**src/rtl/logic_pattern_generator.sv**
```systemverilog
// Pattern generator that plays entries 0..length from a small pattern memory.
// Each entry is held for prescale+1 clocks; supports single-shot, loop and triggered starts.
module logic_pattern_generator #(
  parameter int WIDTH      = 8,
  parameter int DEPTH_LOG2 = 4,
  parameter int PRESCALE_W = 16
) (
  input  logic                  clk,
  input  logic                  rst,
  input  logic                  wr_en,
  input  logic [DEPTH_LOG2-1:0] wr_addr,
  input  logic [WIDTH-1:0]      wr_data,
  input  logic [DEPTH_LOG2-1:0] length,
  input  logic [PRESCALE_W-1:0] prescale,
  input  logic                  loop_en,
  input  logic                  trig_en,
  input  logic                  start,
  input  logic                  stop,
  input  logic                  trig,
  output logic [WIDTH-1:0]      pattern_out,
  output logic                  busy,
  output logic                  armed,
  output logic                  wrap,
  output logic                  done
);

  localparam int DEPTH = 1 << DEPTH_LOG2;

  typedef enum logic [1:0] {IDLE, ARMED, RUN} state_t;

  state_t                  state, state_next;
  logic [WIDTH-1:0]        mem [DEPTH];
  logic [DEPTH_LOG2-1:0]   index, index_inc, sh_length;
  logic [PRESCALE_W-1:0]   div, sh_prescale;
  logic                    sh_loop;
  logic                    latch, enter_run, advance, restart, finish;
  logic                    entry_end, last_entry;

  // Memory has no reset; a same-edge read in RUN sees the old contents.
  always_ff @(posedge clk) begin
    if (wr_en) mem[wr_addr] <= wr_data;
  end

  assign index_inc  = index + DEPTH_LOG2'(1);
  assign entry_end  = (div == sh_prescale);
  assign last_entry = (index == sh_length);

  always_ff @(posedge clk or posedge rst) begin
    if (rst) state <= IDLE;
    else     state <= state_next;
  end

  // Stop has priority over every other event, including natural completion.
  always_comb begin
    state_next = state;
    latch      = 1'b0;
    enter_run  = 1'b0;
    advance    = 1'b0;
    restart    = 1'b0;
    finish     = 1'b0;
    case (state)
      IDLE: begin
        if (start && !stop) begin
          latch      = 1'b1;
          enter_run  = !trig_en;
          state_next = trig_en ? ARMED : RUN;
        end
      end
      ARMED: begin
        if (stop) begin
          state_next = IDLE;
        end else if (trig) begin
          enter_run  = 1'b1;
          state_next = RUN;
        end
      end
      RUN: begin
        if (stop) begin
          state_next = IDLE;
        end else if (entry_end) begin
          if (!last_entry) begin
            advance = 1'b1;
          end else if (sh_loop) begin
            restart = 1'b1;
          end else begin
            finish     = 1'b1;
            state_next = IDLE;
          end
        end
      end
      default: state_next = IDLE;
    endcase
  end

  always_ff @(posedge clk or posedge rst) begin
    if (rst) begin
      pattern_out <= '0;
      index       <= '0;
      div         <= '0;
      sh_length   <= '0;
      sh_prescale <= '0;
      sh_loop     <= 1'b0;
      wrap        <= 1'b0;
      done        <= 1'b0;
    end else begin
      wrap <= restart;
      done <= finish;
      if (latch) begin
        sh_length   <= length;
        sh_prescale <= prescale;
        sh_loop     <= loop_en;
      end
      if (enter_run || restart) begin
        pattern_out <= mem[0];
        index       <= '0;
        div         <= '0;
      end else if (advance) begin
        pattern_out <= mem[index_inc];
        index       <= index_inc;
        div         <= '0;
      end else if (state == RUN && !entry_end) begin
        div <= div + PRESCALE_W'(1);
      end
    end
  end

  assign busy  = (state != IDLE);
  assign armed = (state == ARMED);

endmodule

```
**config.mk**
```make
export PLATFORM = sky130hd
export DESIGN_NAME = logic_pattern_generator
export DESIGN_NICKNAME = d
export VERILOG_FILES = /design/src/rtl/logic_pattern_generator.sv
export SDC_FILE = /design/constraint.sdc
export NUM_CORES = 1
export LEC_CHECK = 0
export ABC_AREA = 1
export CORE_ASPECT_RATIO = 1.25
export CORE_MARGIN = 2
export CORE_UTILIZATION = 59
export DETAILED_ROUTE_END_ITERATION = 8
export MAX_ROUTING_LAYER = met4
export PLACE_DENSITY = 0.91
export SETUP_SLACK_MARGIN = 0.4
export SYNTH_ARGS = -nofsm -noshare
export SYNTH_HDL_FRONTEND = slang
export SYNTH_SLANG_ARGS = --single-unit
```
**constraint.sdc**
```tcl
create_clock -name clk -period 2.4 [get_ports clk]
set_clock_uncertainty 0.2 [all_clocks]
set_input_delay 0.48 -clock clk [delete_from_list [all_inputs] [get_ports clk]]
set_output_delay 0.48 -clock clk [all_outputs]
set_load 0.02 [all_outputs]
```
After elaboration in Yosys (flattened, before gate mapping)
Memories as Yosys holds them, arrays and structs flattened.
Cells that the tools add are included.
{"block": "classes", "add_sub_neg": 2, "eq_ne": 9, "n_mux": 38, "reduce_logical": 11}
{"operator": "$mux W16", "count": 3}
{"operator": "$mux W1", "count": 21}
{"operator": "$add A16 B1 Y16 const B", "count": 1}
{"operator": "$eq A16 B16 Y1", "count": 1}
{"operator": "$mux W2", "count": 8}
{"operator": "$mux W8", "count": 2}
{"operator": "$ne A3 B3 Y1 const B", "count": 4}
{"operator": "$mux W4", "count": 2}
{"operator": "$pmux W2 S3", "count": 1}
{"operator": "$reduce_and A5 Y1", "count": 1}
{"operator": "$add A4 B1 Y4 const B", "count": 1}
{"operator": "$eq A4 B4 Y1", "count": 1}
{"operator": "$reduce_bool A2 Y1", "count": 2}
{"operator": "$logic_not A1 Y1", "count": 3}
{"operator": "$reduce_bool A3 Y1", "count": 1}
{"operator": "$eq A2 B1 Y1 const B", "count": 1}
{"operator": "$eq A2 B2 Y1 const B", "count": 1}
{"operator": "$logic_and A1 B1 Y1", "count": 2}
{"operator": "$logic_not A2 Y1", "count": 1}
{"operator": "$ne A2 B2 Y1 const B", "count": 1}
{"operator": "$pmux W1 S2", "count": 1}
{"operator": "$logic_or A1 B1 Y1", "count": 1}
{"block": "word_totals", "regBits": 53, "ram_bits": 128, "input_bits": 40, "output_inout_bits": 12, "wordCells": 70, "mem_count": 1}
{"memory": "mem", "depth": 16, "word_bits": 8, "rd": 2, "rd_ports_with_merged_regs": 0, "write_ports": 1, "line_no": "32", "source": "logic [WIDTH-1:0] mem [DEPTH];"}

Depth between registers and ports, before layout
Gate-level depths: netlist of run 1.
{"block": "logic_depth", "depth_word": 7, "depth_mapped": 15, "mapped_depth_nobuf": 13}

Worst setup path before layout of run 1
Ideal clock, no wire load.
{"block": "synth_path", "path_type": "register to register", "start": "reg index[0]", "end": "reg pattern_out[6]", "setup_ns": 0.118, "arrival_time_ns": 1.747, "t_required_ns": 2.082, "slack_ns": 0.336, "path_stages_with_launch": 14, "synth_period_minus_slack_ns": 2.064, "path_cell_list": "dfrtp_1 > ha_1 > buf_2 > inv_1 > clkbuf_1 > nor2_1 > o21ai_0 > nand3_1 > nand3_1 > nand2_1 > inv_1 > nand3_1 > nand3_1 > nand2_1"}
{"block": "synth_via", "elab_chain_len": 7, "word_cells_on_any_way": 15}
{"item": "from (decl)", "line_no": "33", "source": "logic [DEPTH_LOG2-1:0] index, index_inc, sh_length;"}
{"item": "from (signal assigned)", "line_no": "119", "source": "index <= index_inc;"}
{"item": "parallel branches: the longest is 7 deep, another holds $mem_v2 Z16 W8"}
{"item": "to (signal assigned)", "line_no": "114", "source": "pattern_out <= mem[0];"}
{"item": "to (signal assigned)", "line_no": "118", "source": "pattern_out <= mem[index_inc];"}
{"item": "to (decl)", "line_no": "20", "source": "output logic [WIDTH-1:0] pattern_out,"}
Several ways; the timed one is not identified. The select of a mux whose other input is x is not followed.
A chain may end at the register's enable or synchronous reset.

Worst setup path after layout of run 1
{"block": "layout_path", "start": "reg index[0]", "end": "reg pattern_out[7]"}
The elaborated chain is that of the path after synthesis.

==> results of run 1 <==
==> layout make-up <==
| cell class | instances | area [um^2] | area share, % |
|---|---|---|---|
| multi-input cells | 568 | 2930 | 28.2 |
| inverters | 84 | 340 | 3.27 |
| well taps | 175 | 219 | 2.11 |
| repair buffers | 111 | 1130 | 10.9 |
| flip-flops and latches | 181 | 5180 | 49.8 |
| clock inverters | 13 | 163 | 1.56 |
| clock buffers | 19 | 433 | 4.16 |
==> layer usage <==
metal / global-route usage (%) / share of wire (%) / up-vias
met5: - / 0 / -
met4: 19.0 / 6.1 / 0
met3: 6.18 / 8.6 / 117
met2: 52.8 / 52 / 482
met1: 34.2 / 33 / 3253
li1: - / - / 3090
==> final timing paths <==
| kind | startpoint | to | slack, ns | depth (start not counted) |
|---|---|---|---|---|
| worst max-delay path | index[0]$_DFFE_PP0P_ | pattern_out[7]$_DFFE_PP0P_ | 0.15 | 12 |
| worst min-delay path | rst | index[3]$_DFFE_PP0P_ | 0.17 | 2 |
| worst max register to register | index[0]$_DFFE_PP0P_ | pattern_out[7]$_DFFE_PP0P_ | 0.15 | 12 |
| worst min register to register | pattern_out[2]$_DFFE_PP0P_ | pattern_out[2]$_DFFE_PP0P_ | 0.31 | 2 |
| max in group asynchronous | rst | div[2]$_DFFE_PP0P_ | 1.35 | 3 |
| min in group clk | pattern_out[2]$_DFFE_PP0P_ | pattern_out[2]$_DFFE_PP0P_ | 0.31 | 2 |
==> cells in the final DEF (no fill, tap or decap), types with 17 or more instances in the layout <==
cell and n:
sky130_fd_sc_hd__a21oi_1 29, sky130_fd_sc_hd__inv_2 26, sky130_fd_sc_hd__o21ai_0 40, sky130_fd_sc_hd__clkbuf_16 18, sky130_fd_sc_hd__nand2_1 152, sky130_fd_sc_hd__o21ai_1 28, sky130_fd_sc_hd__nand3_1 46, sky130_fd_sc_hd__nor2_1 149
sky130_fd_sc_hd__nand4_1 19, sky130_fd_sc_hd__edfxtp_1 128, sky130_fd_sc_hd__dfrtp_1 44, sky130_fd_sc_hd__inv_1 52, sky130_fd_sc_hd__buf_4 42, sky130_fd_sc_hd__clkdlybuf4s50_1 39, sky130_fd_sc_hd__nor3_1 17, sky130_fd_sc_hd__nor2_4 17
==> sequential cells by signal, summed over array words and instances, names as in the netlist <==
| register | cells |
|---|---|
| sh_length | 4 |
| done | 1 |
| wrap | 1 |
| state | 2 |
| sh_prescale | 16 |
| div | 16 |
| mem | 128 |
| sh_loop | 1 |
| index | 4 |
| pattern_out | 8 |
==> cells by family (layout without fill, tap and decap cells) <==
| kind of cell | after synthesis | count (layout) | synth area share, % |
|---|---|---|---|
| AND/OR/NAND/NOR | 443 | 443 | 22.6 |
| flip-flops | 181 | 181 | 62.6 |
| buffers and inverters | 118 | 227 | 5.88 |
| AO/OA/AOI/OAI | 109 | 109 | 6.78 |
| XOR/XNOR | 10 | 10 | 1.24 |
| multiplexers | 4 | 4 | 0.546 |
| adder cells (fa/ha/maj) | 2 | 2 | 0.303 |
==> critical path: cells and delay by family (launching register included) <==
family	cells	cell delay (ns)
and+or+nand+nor	6	0.59
DFF	1	0.49
adders and majority gates	1	0.37
buffers and inverters	3	0.29
AOI/OAI and AO/OA	2	0.24
==> power by group through the flow <==
stage | Sequential [W] | Combinational, W | Clock [W]
after floorplan | 0.00397 | 0.000849 | 0
after global placement | 0.00396 | 0.00136 | 0
after detailed placement | 0.00396 | 0.00142 | 0
after CTS | 0.00391 | 0.00142 | 0.00283
after global routing | 0.00395 | 0.00171 | 0.00297
final | 0.00392 | 0.00154 | 0.00286
==> metrics by stage <==
step                std cells  util, %  total power (W)
floorplan                 867        -          0.00482
global placement         1096     66.6          0.00532
detailed placement       1096     66.6          0.00538
CTS                      1140     72.9          0.00815
global route             1151     75.6          0.00863
finish                   1151     75.6          0.00832
==> what timing repair did <==
item                       CTS  global route
gates cloned                 2             3
resized for setup           77            94
setup endpoints to repair   40            31
buffers inserted            10             8
pin swaps                   26            33
==> cell usage after synthesis <==
| cell | count | area share (%) |
|---|---|---|
| sky130_fd_sc_hd__a21oi_1 | 30 | 1.8 |
| sky130_fd_sc_hd__a32oi_2 | 1 | 0.20 |
| sky130_fd_sc_hd__buf_2 | 13 | 0.79 |
| sky130_fd_sc_hd__buf_4 | 1 | 0.091 |
| sky130_fd_sc_hd__buf_6 | 3 | 0.41 |
| sky130_fd_sc_hd__clkbuf_1 | 17 | 0.77 |
| sky130_fd_sc_hd__clkinv_1 | 1 | 0.045 |
| sky130_fd_sc_hd__dfrtp_1 | 53 | 16 |
| sky130_fd_sc_hd__edfxtp_1 | 128 | 47 |
| sky130_fd_sc_hd__ha_1 | 2 | 0.30 |
| sky130_fd_sc_hd__inv_1 | 55 | 2.5 |
| sky130_fd_sc_hd__inv_2 | 28 | 1.3 |
| sky130_fd_sc_hd__mux2_2 | 4 | 0.55 |
| sky130_fd_sc_hd__nand2_1 | 158 | 7.2 |
| sky130_fd_sc_hd__nand2_2 | 5 | 0.38 |
| sky130_fd_sc_hd__nand2_4 | 1 | 0.14 |
| sky130_fd_sc_hd__nand3_1 | 63 | 3.8 |
| sky130_fd_sc_hd__nand3_4 | 1 | 0.21 |
| sky130_fd_sc_hd__nand4_1 | 19 | 1.4 |
| sky130_fd_sc_hd__nor2_1 | 172 | 7.8 |
| sky130_fd_sc_hd__nor2_2 | 4 | 0.30 |
| sky130_fd_sc_hd__nor2_4 | 1 | 0.14 |
| sky130_fd_sc_hd__nor3_1 | 18 | 1.1 |
| sky130_fd_sc_hd__o211ai_1 | 1 | 0.091 |
| sky130_fd_sc_hd__o21ai_0 | 74 | 4.5 |
| sky130_fd_sc_hd__o21ai_1 | 3 | 0.18 |
| sky130_fd_sc_hd__or2_1 | 1 | 0.076 |
| sky130_fd_sc_hd__xnor2_2 | 2 | 0.39 |
| sky130_fd_sc_hd__xor2_1 | 8 | 0.85 |
==> metrics list, run 1 <==
* Final setup TNS: 0 ns
- Dividing the synthesized area by the synthesized cell count gives 9.52 um^2.
- Across every metal layer, demand over resource in global routing totals 31.5%.
- Sequence of cells on the critical path: ha_4, inv_8, buf_16, nor2_1, o21ai_0, nand3_1, nand3_2, nand2_1, inv_1, o21ai_1, nand2_1, nand2_1
- TritonCTS built the clock tree.
* Final worst path period need: 2.25 ns
- In the final routed layout, each cell accounts on average for 20.3 um.
* Wire length of the first global-routing pass: 33,700 um
- Number of antenna violations at the first check in global routing: 0
- Worst Setup End Kind: register
- Setup repair after global routing could not meet its margin everywhere.
- Maximum Capacitance Violations: 0
* Number of antenna repair diodes: 0
- Hold repair after CTS inserted 0 buffers.
- The initial utilization of the core area, before any placement, comes to 60.0%.
- Die Y-Extent: 136 um
- The number of nets in the synthesized netlist is 909.
- Summed over all nets, the switching power comes to 0.00249 W.
* Final hold slack: 0.169 ns
- Clock-pin slew on the worst setup and hold paths: 0.07 ns
- Via count: 6,942
* CP most frequent cell: sky130_fd_sc_hd__nand2_1
- The count of endpoints failing hold in the final timing report came to 0.
* Register share of total power: 47.1%
* Num rows: 48
- Post-Synthesis Cell Area: 8250 um^2
- Drt first-iter violations: 830
- Counting the buffers created by CTS gives 17.
* Post-DP Area: 9150 um^2
- Input and output buffers added on the ports amount to 51.
- Clock Sinks: 181
- For this design the ratio of total power to cell area is 800 nW/um^2.
- Die X: 110 um
- Layout fillers: 844
- The tree is rooted in a sky130_fd_sc_hd__clkbuf_16.
- For this run, design rule violations remaining after detail routing come to 0.
- Worst Setup Slack post-DPL: 0.0384 ns
- Register area share after synthesis: 62.6%
* Final max-slew violation count: 0
- Longest Clk Path Bufs: 2
- For this run, the post-layout net count is 1,005.
* Fmax achieved: 444 MHz
* Share of power burned in the clock network: 34.4%
- Crit path kind: register to register
- CTS H-tree depth: 4
- Source-to-sink clock delay at the later pin of the worst-skew pair: 0.44 ns
- Using the TritonRoute via totals, the vias-per-cell ratio works out to 6.03.
- The via count of the first global-routing pass was 6,659.
- Ports placed on the boundary: 52
- Before antenna repair, the detailed router went through 5 iterations.
* Synthesized netlist cell count: 867
* Estimated wirelength of the detail-placed design: 12,800 um
- Setup violations remaining at the end of the flow were counted as 0.
- The finished cells cover 10,400 um^2.
* Area growth from synthesis to layout: 26.0%
* Maximum number of pins on one net before global-route repair: 47
* Internal power contribution: 0.00584 W
- Core Box Area: 13,800 um^2
* Crit path setup slack, layout: 0.146 ns
* Actual slew at the worst max-slew pin: 0.764 ns
- Counting flops and latches in the post-synthesis netlist gives 181.
* Distinct cells, synth: 29
* Largest vdd supply drop: 0.653 mV
- Yosys printed 0 warnings.
- Summed over all layers, the global routing overflow is 0.
* Worst-path fanout max: 15
* Startpoint class of the critical path: register
* Period Utilization, post-route: 93.9%
* Die ar.: 15,000 um^2
- Required time reported for the critical path endpoint: 2.58 ns
- On the worst path, the slowest cell contributes a delay of 0.49 ns.
* Critical-path top delay cell: sky130_fd_sc_hd__dfrtp_2
- For this design the static power due to leakage is 4.28 nW.
- The run finished with clean final reports.
* Detailed Route WL: 23,400 um
- Worst hold-check path type: primary input to asynchronous set/reset pin
- Routability-driven placement finished with a final weighted congestion of 0.933.
- Max-slew headroom: 48.9%
- Net Sw Frac: 29.9%
- Arrival time worst endpoint: 2.44 ns
* Post-route ant nets: 0
* Share of cells above drive strength 1: 21.4%
- Part of the power in combinational logic: 18.5%
Power figures use the tool's default switching activity.
==> run 2, diff against run 1 <==
Settings changed: CORE_MARGIN 2 to 5.
==> metrics list, run 2 (synthesized netlist as in run 1, its figures left out) <==
- Clock Sinks: 181
- Sequence of cells on the critical path: buf_6, buf_12, inv_16, nand2_8, nand2_4, nor2_4, nand4_1, nor2_2, nor2_4, buf_6, o21ai_1, nand2_1, nand2_1
- Based on the critical path, the design can be clocked at up to 452 MHz.
* Estimated wirelength of the detail-placed design: 12,500 um
- In this run, the combinational gates consume 19.8% of the power.
- At the worst endpoint, the required time is 2.58 ns.
- Wires add up to 24,000 um.
- Average via count per standard cell: 6.17
- Most common cell after layout, fill and taps aside: sky130_fd_sc_hd__nor2_1
- The area growth from synthesis to layout is 26.6%.
* Internal power contribution: 0.00588 W
* Wire length of the first global-routing pass: 34,700 um
- The number of antenna violations at the first check in global routing came to 0.
* CP bufs+invs: 4
- Ports placed on the boundary: 52
- Final max-slew violation count: 0
- Worst Setup End Kind: register
- Core Box Area: 13,800 um^2
- Broken down by cell family, the worst path's largest delay share belongs to simple AND/OR/NAND/NOR gates.
- Die Y-Extent: 142 um
- Final hold vios: 0
- Final worst path period need: 2.21 ns
- Leakage power: 4.31 nW
* Most used cells in the layout excluding fill and tap cells: 149 x sky130_fd_sc_hd__nor2_1, 147 x sky130_fd_sc_hd__nand2_1, 128 x sky130_fd_sc_hd__edfxtp_1
- After layout, the worst path uses 92.1% of the clock period.
- Worst hold-check path type: primary input to asynchronous set/reset pin
- The worst setup path is launched from a register.
- Of all nets on the critical path, the largest fanout is 6.
* Average wire per standard cell: 20.9 um
- Hold bufs inserted after CTS: 0
- The count of cells in the finished layout, fillers not included, comes to 1,150.
- The run finished, with violations left.
* Number of antenna repair diodes: 0
- Drt pass-1 iters: 8
- Critical path's largest stage delay: 0.46 ns
- Adding up every negative setup slack in the final design gives 0 ns.
- Once placement completed, the tool counted placed cells totaling 1,091.
- TritonCTS clock tree: done
- mem holds more flip-flops than any other register.
- RSZ-0062 raised after global routing: yes
- Cells with a size suffix above 1 make up 21.1% of the layout.
- The worst setup path is of the register to register kind.
* Biggest regs: mem (128), div (16), sh_prescale (16)
* Initial Utilization: 60.0%
- Crit path setup slack, layout: 0.190 ns
- Register share of total power: 46.2%
- After filler insertion, the fill cell instance count of the layout stands at 815.
- At the end of the flow, the number of nets in the layout was 1,004.
* Flip-flop count of the largest register after layout: 128
- Die X: 116 um
- For the worst setup path, the data arrival time is 2.39 ns.
- Drt first-iter violations: 1,038
- Clock-pin slew was measured on the worst setup and hold paths at 0.07 ns.
- CTS H-tree depth: 4
* Net Sw Frac: 30.9%
* Source-to-sink clock delay at the later pin of the worst-skew pair: 0.44 ns
- Num rows: 48
* Post-route ant nets: 0
- Maximum number of pins on one net before global-route repair: 56
* Count of endpoints failing setup in the final report: 0
- Largest vdd supply drop: 0.593 mV
- The share of total power dissipated in the clock network is 34.1%.
- Via count of the first global-routing pass: 6,815
* Count of input and output buffers: 51
* Maximum Capacitance Violations: 0
- After global routing the overflow that remains totals 0.
- Max-slew headroom: 51.5%
- For this design the ratio of total power to cell area is 815 nW/um^2.
- The die covers 16,500 um^2.
- Net Sw Power: 0.00263 W
- Critical-path top delay cell: sky130_fd_sc_hd__dfrtp_2
- The final reports fail on design-rule violations.
- The routed layout has 7,090 vias.
* Final GP Congestion: 0.991
- Root Buffer: sky130_fd_sc_hd__clkbuf_16
* Count of unresolved DRC violations after routing: 2
- Worst Setup Slack post-DPL: 0.0794 ns
- Across every metal layer, demand over resource in global routing totals 28.8%.
- TritonCTS Buffers: 17
* Longest Clk Path Bufs: 2
* Actual slew at the worst max-slew pin: 0.725 ns
==> run 2: cell types whose count changed in the layout (fill, tap and decap cells not counted), moves of 4 or more <==
cell,previous run,this run
sky130_fd_sc_hd__buf_4,42,37
sky130_fd_sc_hd__buf_6,4,8
sky130_fd_sc_hd__dfrtp_1,44,49
sky130_fd_sc_hd__dfrtp_2,9,4
sky130_fd_sc_hd__nand2_1,152,147
sky130_fd_sc_hd__nor2_2,11,17
sky130_fd_sc_hd__nor2_4,17,11
sky130_fd_sc_hd__o21ai_0,40,44
==> run 2: worst min-delay path, delay by kind of cell <==
family | cells | cell delay [ns]
buffers and inverters | 3 | 0.74
==> run 2: cell type report <==
type | instances | area [um^2] | area share [%]
tap | 175 | 219 | 2.10
multi-input combinational | 568 | 2920 | 28.0
clock inverter | 15 | 185 | 1.77
clock buffer | 17 | 425 | 4.07
timing repair buffer | 110 | 1170 | 11.2
sequential | 181 | 5170 | 49.5
inverter | 84 | 357 | 3.41
==> run 2: path summary, 6_finish.rpt <==
path,startpoint,end,slack [ns],cells past startpoint
max in group asynchronous,rst,index[0]$_DFFE_PP0P_,1.54,3
hold reg to reg,pattern_out[1]$_DFFE_PP0P_,pattern_out[1]$_DFFE_PP0P_,0.33,2
setup reg to reg,index[0]$_DFFE_PP0P_,pattern_out[7]$_DFFE_PP0P_,0.19,13
hold / removal,rst,sh_prescale[0]$_DFFE_PP0P_,0.19,3
setup / recovery,index[0]$_DFFE_PP0P_,pattern_out[7]$_DFFE_PP0P_,0.19,13
min in group clk,pattern_out[1]$_DFFE_PP0P_,pattern_out[1]$_DFFE_PP0P_,0.33,2
==> run 2: through the flow <==
stage                     util (%)  total power, W  hold slack (ns)  area (um^2)
final                         76.0         0.00851            0.189        10400
after global routing          76.0         0.00882            0.238        10400
after CTS                     73.8         0.00823            0.216        10200
after detailed placement      66.3         0.00537            0.305         9120
after global placement        66.3         0.00532            0.306         9120
after floorplan                  -         0.00482            0.243         8260
==> run 2: power groups by stage <==
stage | clock network (W) | logic [W] | registers (W)
floorplan | 0 | 0.000849 | 0.00397
global placement | 0 | 0.00136 | 0.00396
detailed placement | 0 | 0.00141 | 0.00396
CTS | 0.00287 | 0.00145 | 0.00390
global route | 0.00304 | 0.00183 | 0.00396
finish | 0.00290 | 0.00168 | 0.00393
==> run 2: what timing repair did <==
item,4_1_cts,5_1_grt
gates resized for setup,99,72
buffers inserted,15,7
cloned,3,2
endpoints found under the setup margin,41,31
pin swaps,27,28
==> run 2: per-layer routing <==
metal / wire length [um] / track usage, %
met2: 12300 / 48.2
met1: 7780 / 31.0
met4: 1740 / 18.9
met5: 0 / -
met3: 2200 / 5.36
